**src/rtl/ser2par_hs.sv**
```systemverilog
// Serial-to-parallel receiver with a one-deep valid/ready output register.
// It also reports frame errors (a word cut short) and overruns (a word dropped).
module ser2par_hs #(
  parameter int bitlen   = 8,
  parameter bit MsbFirst = 1'b0
) (
  input  logic                             Clk,
  input  logic                             RstB,
  input  logic                             SerDataIn,
  input  logic                             SerDataEn,
  output logic [bitlen-1:0]                ParDataOut,
  output logic                             ParDataValid,
  input  logic                             ParDataReady,
  output logic                             FrameErr,
  output logic                             Overrun,
  input  logic                             OvrClr,
  output logic [$clog2(bitlen+1)-1:0]      BitCnt
);
  localparam int CW = $clog2(bitlen+1);

  typedef enum logic {IDLE = 1'b0, SHIFT = 1'b1} state_t;

  state_t            state;
  logic [bitlen-1:0] sreg;
  logic [bitlen-1:0] shNext;
  logic              lastBit;
  logic              complete;

  // shNext is the shift register after the current bit is taken in.
  // On the last bit of a word it is also the completed word.
  generate
    if (MsbFirst) begin : g_msb
      assign shNext = {sreg[bitlen-2:0], SerDataIn};
    end else begin : g_lsb
      assign shNext = {SerDataIn, sreg[bitlen-1:1]};
    end
  endgenerate

  assign lastBit  = (state == SHIFT) && (BitCnt == CW'(bitlen-1));
  assign complete = SerDataEn && lastBit;

  always_ff @(posedge Clk or negedge RstB) begin
    if (!RstB) begin
      state        <= IDLE;
      sreg         <= '0;
      BitCnt       <= '0;
      ParDataOut   <= '0;
      ParDataValid <= 1'b0;
      FrameErr     <= 1'b0;
      Overrun      <= 1'b0;
    end else begin
      FrameErr <= 1'b0;
      case (state)
        IDLE: begin
          if (SerDataEn) begin
            sreg   <= shNext;
            BitCnt <= CW'(1);
            state  <= SHIFT;
          end
        end
        SHIFT: begin
          if (!SerDataEn) begin
            sreg     <= '0;
            BitCnt   <= '0;
            state    <= IDLE;
            FrameErr <= 1'b1;
          end else if (lastBit) begin
            sreg   <= '0;
            BitCnt <= '0;
            state  <= IDLE;
          end else begin
            sreg   <= shNext;
            BitCnt <= BitCnt + CW'(1);
          end
        end
        default: state <= IDLE;
      endcase

      // A word that completes while the previous word is consumed on the same edge
      // replaces it with no bubble. A word that completes while the previous word
      // is still held is dropped.
      if (complete) begin
        if (!ParDataValid || ParDataReady) begin
          ParDataOut   <= shNext;
          ParDataValid <= 1'b1;
        end
      end else if (ParDataValid && ParDataReady) begin
        ParDataValid <= 1'b0;
      end

      if (complete && ParDataValid && !ParDataReady)
        Overrun <= 1'b1;
      else if (OvrClr)
        Overrun <= 1'b0;
    end
  end
endmodule
```
**config.mk**
```make
export PLATFORM = sky130hd
export DESIGN_NAME = ser2par_hs
export DESIGN_NICKNAME = d
export VERILOG_FILES = /design/src/rtl/ser2par_hs.sv
export SDC_FILE = /design/constraint.sdc
export NUM_CORES = 1
export LEC_CHECK = 0
export ABC_AREA = 1
export ABC_CLOCK_PERIOD_IN_PS = 1400
export BUFFER_PORTS_ARGS = -buffer_cell sky130_fd_sc_hd__buf_2
export CORE_MARGIN = 2
export CORE_UTILIZATION = 51
export CTS_CLUSTER_DIAMETER = 150
export DETAILED_ROUTE_END_ITERATION = 10
export PLACE_DENSITY = 0.74
export SETUP_SLACK_MARGIN = 0.3
export SLEW_MARGIN = 0
export SYNTH_ARGS = -nofsm -noshare
export SYNTH_HDL_FRONTEND = slang
export SYNTH_SLANG_ARGS = --single-unit
```
**constraint.sdc**
```tcl
create_clock -name Clk -period 1.4 [get_ports Clk]
set_input_delay 0.28 -clock Clk [delete_from_list [all_inputs] [get_ports Clk]]
set_output_delay 0.28 -clock Clk [all_outputs]
set_load 0.03 [all_outputs]
```
# After elaboration in Yosys (flattened, before gate mapping)
# Index checks and enable logic that the tools add are counted.
totals:
  regBits: 24
  input_bits: 6
  output_inout_bits: 15
  elab_cells: 43
op_classes:
  n_addsub: 1
  n_eq_ne: 3
  mux: 19
  n_bitwise: 1
  reduce_logical: 12
ops:
  columns: ["op", "count"]
  rows:
  - ["$mux 8", 3]
  - ["$pmux 8 s2", 1]
  - ["$mux 4", 3]
  - ["$mux 1", 10]
  - ["$pmux 4 s2", 1]
  - ["$logic_and 1x1->1", 5]
  - ["$add 4x1->4 const B", 1]
  - ["$eq 4x3->1 const B", 1]
  - ["$reduce_and 2->1", 2]
  - ["$reduce_bool 2->1", 2]
  - ["$logic_not 1->1", 2]
  - ["$ne 2x1->1 const B", 1]
  - ["$ne 2x2->1 const B", 1]
  - ["$pmux 1 s2", 1]
  - ["$logic_or 1x1->1", 1]
  - ["$not 1->1", 1]

# Depth between registers and ports, before layout
# Gate-level depths: netlist of the first run.
logic_depth:
  ltp_word: 6
  mapped_depth: 6

# Least setup slack after synthesis of the first run
# OpenSTA, ideal clock, no wires.
synth_path:
  path_type: "flip-flop to flip-flop"
  start: "reg BitCnt[0]"
  end: "reg ParDataOut[0]"
  setup_time_ns: 0.118
  arrival_time_ns: 1.306
  setup_slack_ns: -0.024
  path_stages_with_launch: 7
  path_buffers: 0
  synth_period_minus_slack_ns: 1.424
  cell_sequence: "dfrtp_1 ha_1 nand2_2 nor2_4 nand3_2 nand2_1 nand2_1"
synth_via:
  elab_chain_cells: 4
synth_rtl:
  columns: ["element", "line", "text"]
  rows:
  - ["from (decl)", "17", "output logic [$clog2(bitlen+1)-1:0] BitCnt"]
  - ["from (signal assigned)", "73", "BitCnt <= BitCnt + CW'(1);"]
  - ["$eq 4x3->1", "39", "assign lastBit = (state == SHIFT) && (BitCnt == CW'(bitlen-1));"]
  - ["$logic_and 1x1->1", "39", null]
  - ["$logic_and 1x1->1", "40", "assign complete = SerDataEn && lastBit;"]
  - ["$reduce_and 2->1 (no line)", null, null]
  - ["to (signal assigned)", "84", "ParDataOut <= shNext;"]
  - ["to (decl)", "11", "output logic [bitlen-1:0] ParDataOut,"]
# Every way passes these cells.
# A chain may end at the register's enable or synchronous reset.

# Worst setup path in the final report of the first run
layout_path:
  start: "reg BitCnt[3]"
  end: "reg ParDataOut[2]"
# Same word-level chain as after synthesis.

==> results of run 1 <==
[per-layer routing]
metal | vias up | GRT usage, %
met4 | 0 | 10.3
met1 | 422 | 28.6
met2 | 37 | 36.5
li1 | 429 | -
met5 | - | 0
met3 | 8 | 3.40
[cells in the final DEF, fill, tap and decap left out]
cell	instances
inv_2	1
dfrtp_1	20
nand4_1	9
buf_2	6
o21ai_2	1
nand2_2	8
nor2_4	2
ha_4	1
nor2_2	1
o21ai_0	2
nand3_2	1
nand2_4	2
nand3_1	3
dfrtp_2	3
buf_6	14
clkinv_2	1
nand3_4	1
buf_4	18
nand2_1	43
clkbuf_4	3
nor2_1	3
inv_1	5
dlygate4sd3_1	1
[state kept, by name, summed over array words and instances, names as in the netlist]
register / count
ParDataOut: 8
sreg: 7
BitCnt: 4
FrameErr: 1
Overrun: 1
ParDataValid: 1
state: 1
[cell type report]
| class | instances | area [sq um] | share of cell area, % |
|---|---|---|---|
| Tap cell | 25 | 31.3 | 2.22 |
| Sequential cell | 23 | 579 | 41.1 |
| Timing Repair Buffer | 39 | 333 | 23.6 |
| Multi-Input combinational cell | 77 | 417 | 29.5 |
| Clock inverter | 1 | 5.00 | 0.355 |
| Inverter | 6 | 22.5 | 1.60 |
| Clock buffer | 3 | 22.5 | 1.60 |
[critical path: stages, from the launching register on]
cell and delay (ns):
dfrtp_1 0.45, inv_2 0.11, nand2_2 0.07, nor2_4 0.20, nand3_4 0.18, nand2_1 0.11
nand2_1 0.06
[cells by family (layout without fill, tap and decap cells)]
| family | count (synthesis) | count (layout) |
|---|---|---|
| AO/OA/AOI/OAI | 3 | 3 |
| adder cells (fa/ha/maj) | 1 | 1 |
| AND/OR/NAND/NOR | 73 | 73 |
| flip-flops | 23 | 23 |
| buffers and inverters | 10 | 49 |
[worst paths after layout]
kind / endpoint / cells past startpoint
hold reg to reg: sreg[1] / 2
setup reg to reg: ParDataOut[2] / 6
setup / recovery: ParDataOut[2] / 6
max in group asynchronous: BitCnt[1] / 2
min in group asynchronous: FrameErr / 2
hold / removal: Overrun / 4
[where the power goes]
group / switching (mW) / internal (mW)
Sequential: 0.0297 / 0.695
Combinational: 0.120 / 0.0914
Clock: 0.196 / 0.107
[per-stage QoR]
| step | hold WS (ns) | utilization [%] | worst slack [ns] | area (sq um) |
|---|---|---|---|---|
| floorplan | -0.0156 | - | 0.169 | 1010 |
| global placement | 0.272 | 64.7 | 0.171 | 1140 |
| detailed placement | 0.273 | 64.7 | 0.114 | 1140 |
| CTS | 0.185 | 75.7 | 0.163 | 1340 |
| global route | 0.198 | 79.9 | 0.0472 | 1410 |
| finish | 0.192 | 79.9 | 0.123 | 1410 |
[repair_timing]
action,in CTS,in global routing
resized for setup,26,16
setup endpoints to repair,32,37
hold endpoints to repair,23,0
setup buffers,10,5
hold buffers,1,0
pin swaps,10,17
[cells in the mapped netlist]
master / instances / area (sq um)
nor2_2: 2 / 12.5
buf_6: 1 / 11.3
o21ai_0: 2 / 10.0
ha_1: 1 / 12.5
o21ai_2: 1 / 8.76
nand3_2: 1 / 10.0
nor2_4: 1 / 11.3
dfrtp_1: 23 / 576
nand4_1: 9 / 56.3
inv_1: 6 / 22.5
nand2_1: 51 / 191
nor2_1: 3 / 11.3
buf_2: 2 / 10.0
nand3_1: 4 / 20.0
nand2_2: 2 / 12.5
clkbuf_1: 1 / 3.75
==> impl_metrics.ini, run 1 <==
[run_status]
status = complete, no violations

[clocking]
cts_buffers = 3
clockBufferDepth = 2
cts-root-buf = clkbuf_4
cts_sinks = 23
h-tree-depth = 1
cts.clk_slew.worst_paths_ns = 0.12
clk_latency_ns = 0.31
cts_tree = yes

[yosys]
synth_area_sq_um = 980
synth_top_family_by_area = simple AND/OR/NAND/NOR gates
synth_cell_types = 16
synth_cells = 110
synthAdderAreaFrac_pct = 1.28
synth.area.mux_share_pct = 0
synth_area_per_cell_sq_um = 8.91
synth_compound_area_share_pct = 1.92
ys_seq_area_share_pct = 58.7
yosys.area_share.simple_pct = 33.2
ys_warn_count = 0
yosys_register_bits = 23
synth_nets = 117
synth-xor-area-share_pct = 0

[global_routing]
grtUsageTotal_pct = 22.2
grt_pass1_vias = 815
overflow = 0
grt_max_degree = 24
grt_pass1_wl_um = 3460
antenna_found_initial = 0

[detailed_routing]
routed-via-count = 896
routed-wl-met2_um = 1140
drt-total-wl_um = 2250
drt-initial-drc-count = 11
wire_per_inst_um = 13.0
drcViolationCount = 0
wl_met3_um = 146
ant_nets = 0
top_layer = met4
viasPerCell = 5.15
drt-met1-wl_um = 913
firstDrtPassIters = 4

[pwr]
powerDensity_nw_per_um2 = 879
max-vdd-ir-drop_v = 0.000731
leakagePower_nw = 0.783
p_total_mw = 1.24

[worst_hold_path]
hold_class = input pin to register
min_from = OvrClr

[sta]
fin_crit_ns = 1.28
setup_tns_ns = 0
worstMarginPinSlew_ns = 0.494
hold_viol = 0
max_slew_margin_pct = 67.1
rsz0062_at_grt = yes
post-route-period-util_pct = 91.2
clock_skew_ns = 0.00272
slew_viol_final = 0
fmax_ghz = 0.783
setup_viol = 0

[worst_setup_path]
startpoint = BitCnt[3]
r2r-start = BitCnt[3]
ff2ff_setup_slack_ns = 0.12
end_kind = register
startpoint_type = register
path_class = register to register
cp.required_ns = 1.61
path_max_fanout = 8
cp_data_arrival_time_ns = 1.48

[floorplanning]
die_area_sq_um = 2290
core_sq_um = 1760
die_h_um = 47.8
die_w_um = 47.8
start_util_pct = 55.5
io_pins = 21
rows = 15

[placed_design]
dp.cells = 154
numPortBuffers = 20
gp_congestion = 0.792
dp.final_hpwl_um = 1450

[cells_and_area]
drive_gt1_share_pct = 42.3
area_growth_pct = 43.9
fin_cells = 174
fill_cells = 125
fin_nets = 157
num_antenna_cells = 0

[run]
drv_cap = 0
(Power assumes the default switching activity.)
==> run 2: changes to the inputs <==
--- a/config.mk
+++ b/config.mk
@@ -5,11 +5,11 @@
 export SDC_FILE = /design/constraint.sdc
 export NUM_CORES = 1
 export LEC_CHECK = 0
-export ABC_AREA = 1
+export ABC_AREA = 0
 export ABC_CLOCK_PERIOD_IN_PS = 1400
 export BUFFER_PORTS_ARGS = -buffer_cell sky130_fd_sc_hd__buf_2
 export CORE_MARGIN = 2
-export CORE_UTILIZATION = 51
+export CORE_UTILIZATION = 50
 export CTS_CLUSTER_DIAMETER = 150
 export DETAILED_ROUTE_END_ITERATION = 10
 export PLACE_DENSITY = 0.74
==> run 2 against run 1 <==
The flow now finishes with violations (negative setup slack). Routed wire length is 5.3% lower. Via count is 24% lower. Critical path depth is 2 lower. First-iteration DRC count is 9.1% higher.
==> impl_metrics.ini, run 2 <==
[pwr]
p_sw_share_pct = 27.4
p_switching_mw = 0.354
clkPwrFrac_pct = 24.0
pwr-share-comb_pct = 20.2
p_int_mw = 0.939
leakagePower_nw = 0.696
powerDensity_nw_per_um2 = 946
seqPwrFrac_pct = 55.8
max-vdd-ir-drop_v = 0.000760

[worst_setup_path]
path_max_fanout = 8
end_kind = register
startpoint_type = register
cp.required_ns = 1.61
cp_data_arrival_time_ns = 1.68
cp_cell_sequence = ha_4 > and4b_2 > nand3_4 > mux2_4
slowest_delay_ns = 0.45
cpMaxStageDelayCell = dfrtp_2
path_class = register to register

[sta]
hold_viol = 0
worstMarginPinSlew_ns = 0.507
fmax_ghz = 0.678
whs_ns = 0.140
setup_slack_ns = -0.0740
slew_viol_final = 0
rsz0062_at_grt = yes
setup_viol = 11
post-route-period-util_pct = 105
fin_crit_ns = 1.47
max_slew_margin_pct = 66.2
clock_skew_ns = 0.00883

[yosys]
ys_warn_count = 0
netlist_top_cells_count = dfrtp_1, mux2_2, a22o_1
synth_most_common_cell = dfrtp_1
post-synth-top-area-cell = dfrtp_1
async_flop_share_pct = 100
synth_area_sq_um = 898
synth_area_leaders = dfrtp_1, mux2_2, a22o_1, nand2_1, nand3_4
synth_top_area_share_pct = 64.1
yosys_register_bits = 23
ys_seq_area_share_pct = 64.1
synth_nets = 72
synth_edf_count = 0
synth_cell_types = 21
synth_area_per_cell_sq_um = 13.8
synth_flop_cell = dfrtp_1
synth_cells = 65

[global_routing]
grt_max_degree = 24
grtUsageTotal_pct = 21.0
antenna_found_initial = 0
grt_pass1_vias = 660
grt_pass1_wl_um = 3050
overflow = 0

[cells_and_area]
num_antenna_cells = 0
fin_cells = 129
layout_common_cells = dfrtp_1, buf_6, buf_4
area_growth_pct = 52.2
fin_nets = 112
drive_gt1_share_pct = 55.8
regMostFlops = ParDataOut
top_regs = ParDataOut: 8 flops, sreg: 7 flops, BitCnt: 4 flops
largest_reg_flops = 8

[floorplanning]
io_pins = 21
core_sq_um = 1710
die_area_sq_um = 2150
die_h_um = 46.4
start_util_pct = 52.6
rows = 15
die_w_um = 46.4

[detailed_routing]
drt-total-wl_um = 2140
viasPerCell = 5.31
firstDrtPassIters = 4
ant_nets = 0
wire_per_inst_um = 16.6
drcViolationCount = 0
drt-initial-drc-count = 12
routed-via-count = 685

[clocking]
cts_buffers = 3
cts_tree = yes
cts.clk_slew.worst_paths_ns = 0.13
clockBufferDepth = 2
cts_sinks = 23
clk_latency_ns = 0.32
cts-root-buf = clkbuf_4
h-tree-depth = 1

[placed_design]
numPortBuffers = 20
dp.cells = 116
dp.final_hpwl_um = 1230
gp_congestion = 0.812

[run_status]
status = finished, violations left
violations = negative setup slack

[run]
drv_cap = 0

[worst_hold_path]
hold_class = input pin to register
## run 2: cell types whose count changed in the layout (fill, tap and decap cells not counted), moves of 3 or more
cell,previous run,this run
nand2_1,43,5
buf_4,18,10
mux2_4,0,8
nand2_2,8,0
nand4_1,9,1
a22o_1,0,7
buf_6,14,21
inv_1,5,2
## run 2: layout make-up
cell class,count,area [sq um]
inverters,2,7.51
multi-input cells,38,377
clock buffers,3,22.5
fillers,106,340
flip-flops and latches,23,578
well taps,25,31.3
clock inverters,1,5.00
repair buffers,37,347
## run 2: what timing repair did
action	in CTS	in global routing
setup endpoints to repair	36	37
cloned	0	0
hold buffers	1	0
pin swaps	1	3
resized for setup	43	7
endpoints found under the hold margin	23	0
buffers inserted	5	3
## run 2: layer usage
metal	wire length (um)	global-route usage, %	vias to the layer above
met1	915	27.1	341
met4	23	8.00	0
met5	0	0	-
met3	103	3.53	4
met2	1090	35.0	27
li1	-	-	313
## run 2: cell families (layout without fill, tap and decap cells)
| logic type | after synthesis | in the layout | synth area share, % |
|---|---|---|---|
| AOI/OAI and AO/OA | 12 | 12 | 10.7 |
| muxes | 8 | 8 | 10.0 |
| DFF | 23 | 23 | 64.1 |
| xor gates and xnor gates | 1 | 1 | 0.975 |
| adders and majority gates | 1 | 1 | 1.39 |
| buffers and inverters | 4 | 43 | 1.95 |
| and+or+nand+nor | 16 | 16 | 10.9 |
## run 2: path summary, 6_finish.rpt
kind / startpoint / to / slack (ns) / cells after the start
min: OvrClr / Overrun / 0.14 / 2
max in group asynchronous: RstB / BitCnt[1] / 0.59 / 2
max: BitCnt[0] / ParDataOut[7] / -0.07 / 4
max reg2reg: BitCnt[0] / ParDataOut[7] / -0.07 / 4
min in group asynchronous: RstB / BitCnt[2] / 0.44 / 2
min reg2reg: sreg[1] / sreg[1] / 0.53 / 1
## run 2: power groups by stage
stage | registers, mW | logic [mW] | clock network, mW
CTS | 0.720 | 0.227 | 0.308
floorplan | 0.769 | 0.0578 | 0
finish | 0.722 | 0.261 | 0.310
global route | 0.725 | 0.279 | 0.331
detailed placement | 0.730 | 0.175 | 0
global placement | 0.728 | 0.166 | 0
## run 2: worst max-delay path: cells and delay by family, from the launching register on
kind                       cells  cell delay, ns
DFF                            1            0.45
and+or+nand+nor                2            0.42
muxes                          1            0.33
adders and majority gates      1            0.17
## run 2: stage by stage
| stage | util [%] | TNS, ns | setup WS [ns] | total power, mW | instance area [sq um] |
|---|---|---|---|---|---|
| after floorplan | - | -0.943 | -0.0866 | 0.827 | 916 |
| final | 80.1 | -0.638 | -0.0740 | 1.29 | 1370 |
| after global routing | 80.1 | -0.834 | -0.0902 | 1.34 | 1370 |
| after CTS | 76.6 | -0.383 | -0.0564 | 1.25 | 1310 |
| after detailed placement | 64.1 | -0.262 | -0.0495 | 0.905 | 1090 |
| after global placement | 64.1 | -0.0146 | -0.00441 | 0.895 | 1090 |
